<file path="src/rtl/nonce_result_scanner.sv">
// nonce_result_scanner: streams NUM_NONCES hash words from memory and reports the minimum and its index.
// Ports: clk/reset_n (sync, active-low), start, output_addr (hash word base), target (threshold),
//        done (1-cycle pulse), found, best_nonce, best_hash (results, held until next start),
//        mem_clk/mem_we/mem_addr/mem_write_data/mem_read_data (memory with 2-cycle read latency).
// Optional macro SCANNER_WRITEBACK_EN: writes best_hash and {found, best_nonce} to RESULT_ADDR/RESULT_ADDR+1.
module nonce_result_scanner #(
    parameter int          NUM_NONCES  = 16,
    parameter logic [15:0] RESULT_ADDR = 16'h0100
) (
    input  logic        clk,
    input  logic        reset_n,
    input  logic        start,
    input  logic [15:0] output_addr,
    input  logic [31:0] target,
    output logic        done,
    output logic        found,
    output logic [5:0]  best_nonce,
    output logic [31:0] best_hash,
    output logic        mem_clk,
    output logic        mem_we,
    output logic [15:0] mem_addr,
    output logic [31:0] mem_write_data,
    input  logic [31:0] mem_read_data
);
    typedef enum logic [2:0] {IDLE, ISSUE, DRAIN, WB0, WB1, DONE} state_t;
    localparam logic [6:0] N = 7'(NUM_NONCES);
    state_t      state, state_nx;
    logic [6:0]  issue_cnt, cmp_cnt;
    logic [5:0]  rd_idx, cap_idx;
    logic        v1, v2, cap_v;
    logic [31:0] cap_data;
    logic        go, issuing;
    assign mem_clk = clk;
    assign done    = state == DONE;
    assign go      = state == IDLE && start;
    assign issuing = state == ISSUE && issue_cnt != N;
    always_ff @(posedge clk) begin
        if (!reset_n) state <= IDLE;
        else          state <= state_nx;
    end
    always_comb begin
        state_nx = state;
        case (state)
            IDLE:  state_nx = start ? ISSUE : IDLE;
            ISSUE: state_nx = issue_cnt == N ? DRAIN : ISSUE;
`ifdef SCANNER_WRITEBACK_EN
            DRAIN: state_nx = cmp_cnt == N ? WB0 : DRAIN;
`else
            DRAIN: state_nx = cmp_cnt == N ? DONE : DRAIN;
`endif
            WB0:   state_nx = WB1;
            WB1:   state_nx = DONE;
            DONE:  state_nx = IDLE;
            default: state_nx = IDLE;
        endcase
    end
    // Read pipeline: v1/v2 track the two-cycle memory latency, cap_* holds the
    // returned word for one cycle so the compare happens on the following edge.
    always_ff @(posedge clk) begin
        if (!reset_n) begin
            mem_addr   <= '0;
            issue_cnt  <= '0;
            cmp_cnt    <= '0;
            rd_idx     <= '0;
            cap_idx    <= '0;
            cap_data   <= '0;
            v1         <= 1'b0;
            v2         <= 1'b0;
            cap_v      <= 1'b0;
            found      <= 1'b0;
            best_nonce <= '0;
            best_hash  <= '1;
        end else begin
            v1       <= go || issuing;
            v2       <= v1;
            cap_v    <= v2;
            cap_data <= mem_read_data;
            cap_idx  <= rd_idx;
            if (v2) rd_idx <= rd_idx + 6'd1;
            if (issuing) begin
                mem_addr  <= mem_addr + 16'd1;
                issue_cnt <= issue_cnt + 7'd1;
            end
            if (cap_v) begin
                cmp_cnt <= cmp_cnt + 7'd1;
                if (cap_data < best_hash) begin
                    best_hash  <= cap_data;
                    best_nonce <= cap_idx;
                end
                if (cap_data < target) found <= 1'b1;
            end
`ifdef SCANNER_WRITEBACK_EN
            if (state == DRAIN && state_nx == WB0) mem_addr <= RESULT_ADDR;
            if (state == WB0) mem_addr <= RESULT_ADDR + 16'd1;
`endif
            if (go) begin
                mem_addr   <= output_addr;
                issue_cnt  <= 7'd1;
                cmp_cnt    <= '0;
                rd_idx     <= '0;
                found      <= 1'b0;
                best_nonce <= '0;
                best_hash  <= '1;
            end
        end
    end
`ifdef SCANNER_WRITEBACK_EN
    always_ff @(posedge clk) begin
        if (!reset_n) begin
            mem_we         <= 1'b0;
            mem_write_data <= '0;
        end else begin
            if (state == DRAIN && state_nx == WB0) begin
                mem_we         <= 1'b1;
                mem_write_data <= best_hash;
            end
            if (state == WB0) mem_write_data <= {found, 25'b0, best_nonce};
            if (state == WB1) mem_we <= 1'b0;
        end
    end
`else
    // RESULT_ADDR only matters with writeback; it is masked off here.
    assign mem_we         = 1'b0;
    assign mem_write_data = {16'h0, RESULT_ADDR & 16'h0};
`endif
endmodule

</file>
<file path="config.mk">
export PLATFORM = sky130hd
export DESIGN_NAME = nonce_result_scanner
export DESIGN_NICKNAME = d
export VERILOG_FILES = /design/src/rtl/nonce_result_scanner.sv
export SDC_FILE = /design/constraint.sdc
export NUM_CORES = 1
export LEC_CHECK = 0
export ABC_AREA = 1
export CAP_MARGIN = 20
export CORE_MARGIN = 2
export CORE_UTILIZATION = 35
export CTS_CLUSTER_DIAMETER = 30
export DETAILED_ROUTE_END_ITERATION = 6
export PLACE_DENSITY = 0.7
export SYNTH_ARGS = -nofsm -noshare
export SYNTH_HDL_FRONTEND = slang
export SYNTH_SLANG_ARGS = --single-unit
</file>
<file path="constraint.sdc">
create_clock -name clk -period 4.3 [get_ports clk]
set_clock_uncertainty 0.1 [all_clocks]
set_input_delay 1.075 -clock clk [delete_from_list [all_inputs] [get_ports clk]]
set_output_delay 1.075 -clock clk [all_outputs]
set_load 0.01 [all_outputs]
</file>
==> out/qor.yml <==
wirelength_mm: 15.5
fp.coreArea_um2: 18100
fin_tns_setup_ps: 0
gr-total-overflow: 0
min_from: "v1"
min_to: "v2"
path_class: "clock port to output port"
die_h_um: 141
required_ps: 3120
r2r_setup_slack_ps: 1680
grt_max_degree: 54
p_sw_frac: 0.231
io_pins: 173
holdWs_ps: 321
r2r_start: "best_hash[27]"
vias_per_cell: 4.62
timing.final.ws_setup_ps: 265
first_global_vias: 5500
yosysSeqAreaShare: 0.365
ys_warn_count: 0
seq_power_share: 0.386
post_cts_buffers: 0
final_util: 0.473
dr_total_vias: 5840
synth_top_area_frac: 0.365
p_int_mw: 2.37
maxCapViolations: 0
syn_area_um2: 6530
yosysTopAreaCell: "dfxtp_1"
worstPathMaxFanout: 2
synth_cell_types: 37
detail-route-antenna-nets: 0
ctsResizeCount: 0
whs_path_depth: 2
synth_common_cells: "nand2_1, inv_1, dfxtp_1, nand3_1, ha_1"
ff2ff_path_depth: 10
avgSynthCellArea_um2: 7.31
tightest_slew_ps: 649
design_area_um2: 8580
rsz0062_at_grt: "no"
dp_slack_ps: 526
grt_use_total: 0.161
final_cells: 1265
hold_buffers: 0
cts_tree: "done"
outcome: "finished clean"
pwr-share-comb: 0.119
hpwlAfterDp_mm: 11.1
initial_core_util: 0.360
startpoint_type: "clock port"
place_congestion: 0.826
ys_ff_latch: 119
drv_slew: 0
n_antenna_cell: 0
row_count: 49
insertion_delay_ps: 510
synth_edf_count: 0
power.switching_uw: 715
fp.dieW_um: 141
dominantRegCellSynth: "dfxtp_1"
wl_per_cell_um: 12.2
p_clk_frac: 0.494
ir_drop_uv: 240
area_growth_pct: 31.5
antenna_found_initial: 0
power.density_nw_per_um2: 360
grt_first_pass_wirelength_mm: 25.9
yosysMostFrequentCell: "nand2_1"
drc: 0
dr.pass1.iters: 5
power_mw: 3.09
r2r-end: "best_hash[15]"
nets: 1179
clk_pin_slew_worst_paths_ps: 50
synthArstFlopShare: 0
drt_iter0_markers: 356
dieArea_um2: 19800
hold_viol: 0
slew_headroom: 0.567
synth_area_leaders: "dfxtp_1, ha_1, nand2_1, inv_1, nand3_1"
arrival_ps: 2860
dpl.cell_count: 1235
finalSetupViolations: 0
portBuffers: 139
layout-drive-gt1-share: 0.0483
p_leak_nw: 4.49
dpl_cell_area_um2: 7940
min_path_type: "register to register"
syn_inst: 893
endpoint_kind: "output port"
## area by class of cell
| type | count | area [µm²] |
|---|---|---|
| flip-flops and latches | 119 | 2380 |
| clock inverters | 4 | 70.1 |
| repair buffers | 143 | 1410 |
| clock buffers | 27 | 583 |
| fillers | 1792 | 9560 |
| multi-input cells | 584 | 3250 |
| inverters | 159 | 597 |
| well taps | 229 | 287 |
## cells in the final DEF, fill, tap and decap left out, drive strengths merged, types with 2 or more instances in the layout
| cell | synthesis | layout |
|---|---|---|
| a211o | 2 | 2 |
| a211oi | 2 | 2 |
| a21oi | 55 | 55 |
| a31oi | 6 | 6 |
| and3 | 2 | 2 |
| buf | 45 | 6 |
| bufinv | 0 | 2 |
| clkbuf | 18 | 26 |
| clkdlybuf4s50 | 0 | 138 |
| clkinv | 0 | 2 |
| conb | 1 | 33 |
| dfxtp | 119 | 119 |
| ha | 68 | 68 |
| inv | 159 | 159 |
| nand2 | 188 | 188 |
| nand3 | 94 | 94 |
| nand4 | 11 | 11 |
| nor2 | 56 | 56 |
| nor3 | 24 | 24 |
| nor4 | 2 | 2 |
| o211ai | 7 | 7 |
| o21a | 2 | 2 |
| o21ai | 17 | 17 |
| or2 | 4 | 4 |
| xnor2 | 2 | 2 |
| xor2 | 4 | 4 |
## critical path: stages
cell and delay (ps):
clkbuf_16 120, clkbuf_16 130, clkdlybuf4s50_1 470
## kinds of logic (layout without fill, tap and decap cells)
logic type,Yosys count,in the layout,share of synthesized area
simple gates,383,383,0.258
buf+inv,222,333,0.156
flops,119,119,0.365
compound gates,93,93,0.0799
fa+ha+maj,68,68,0.130
xor+xnor,6,6,0.00805
other cells,1,33,0.000575
mux,1,1,0.00153
## metal layers
layer,vias to the layer above,global-route usage,part of all wire
met5,-,0,0
met4,0,0.0368,0.0060
met3,10,0.0427,0.052
met2,152,0.265,0.47
met1,2627,0.213,0.47
li1,3051,-,-
## flip-flops by register name, indices dropped and copies added, names as in the netlist
register and flops:
best_hash 32, cap_data 32, mem_addr 16, cmp_cnt 7, issue_cnt 7, best_nonce 6, cap_idx 6, rd_idx 6
state 3, cap_v 1, found 1, v1 1, v2 1
## power groups by stage
stage | Combinational (mW) | Sequential [mW] | Clock (mW)
6_report | 0.368 | 1.19 | 1.53
5_1_grt | 0.417 | 1.20 | 1.62
4_1_cts | 0.371 | 1.19 | 1.56
3_5_place_dp | 0.368 | 1.21 | 0.0237
3_3_place_gp | 0.362 | 1.22 | 0.0237
2_1_floorplan | 0.219 | 1.21 | 0.0192
## worst max-delay path by stage
stage / from / to / slack (ps) / cells past startpoint
final: clk / mem_clk / 260 / 3
after global routing: clk / mem_clk / 240 / 3
after CTS: clk / mem_clk / 260 / 3
after detailed placement: clk / mem_clk / 530 / 1
after global placement: clk / mem_clk / 530 / 1
after floorplan: clk / mem_clk / 860 / 1
Power figures use the tool's default switching activity.
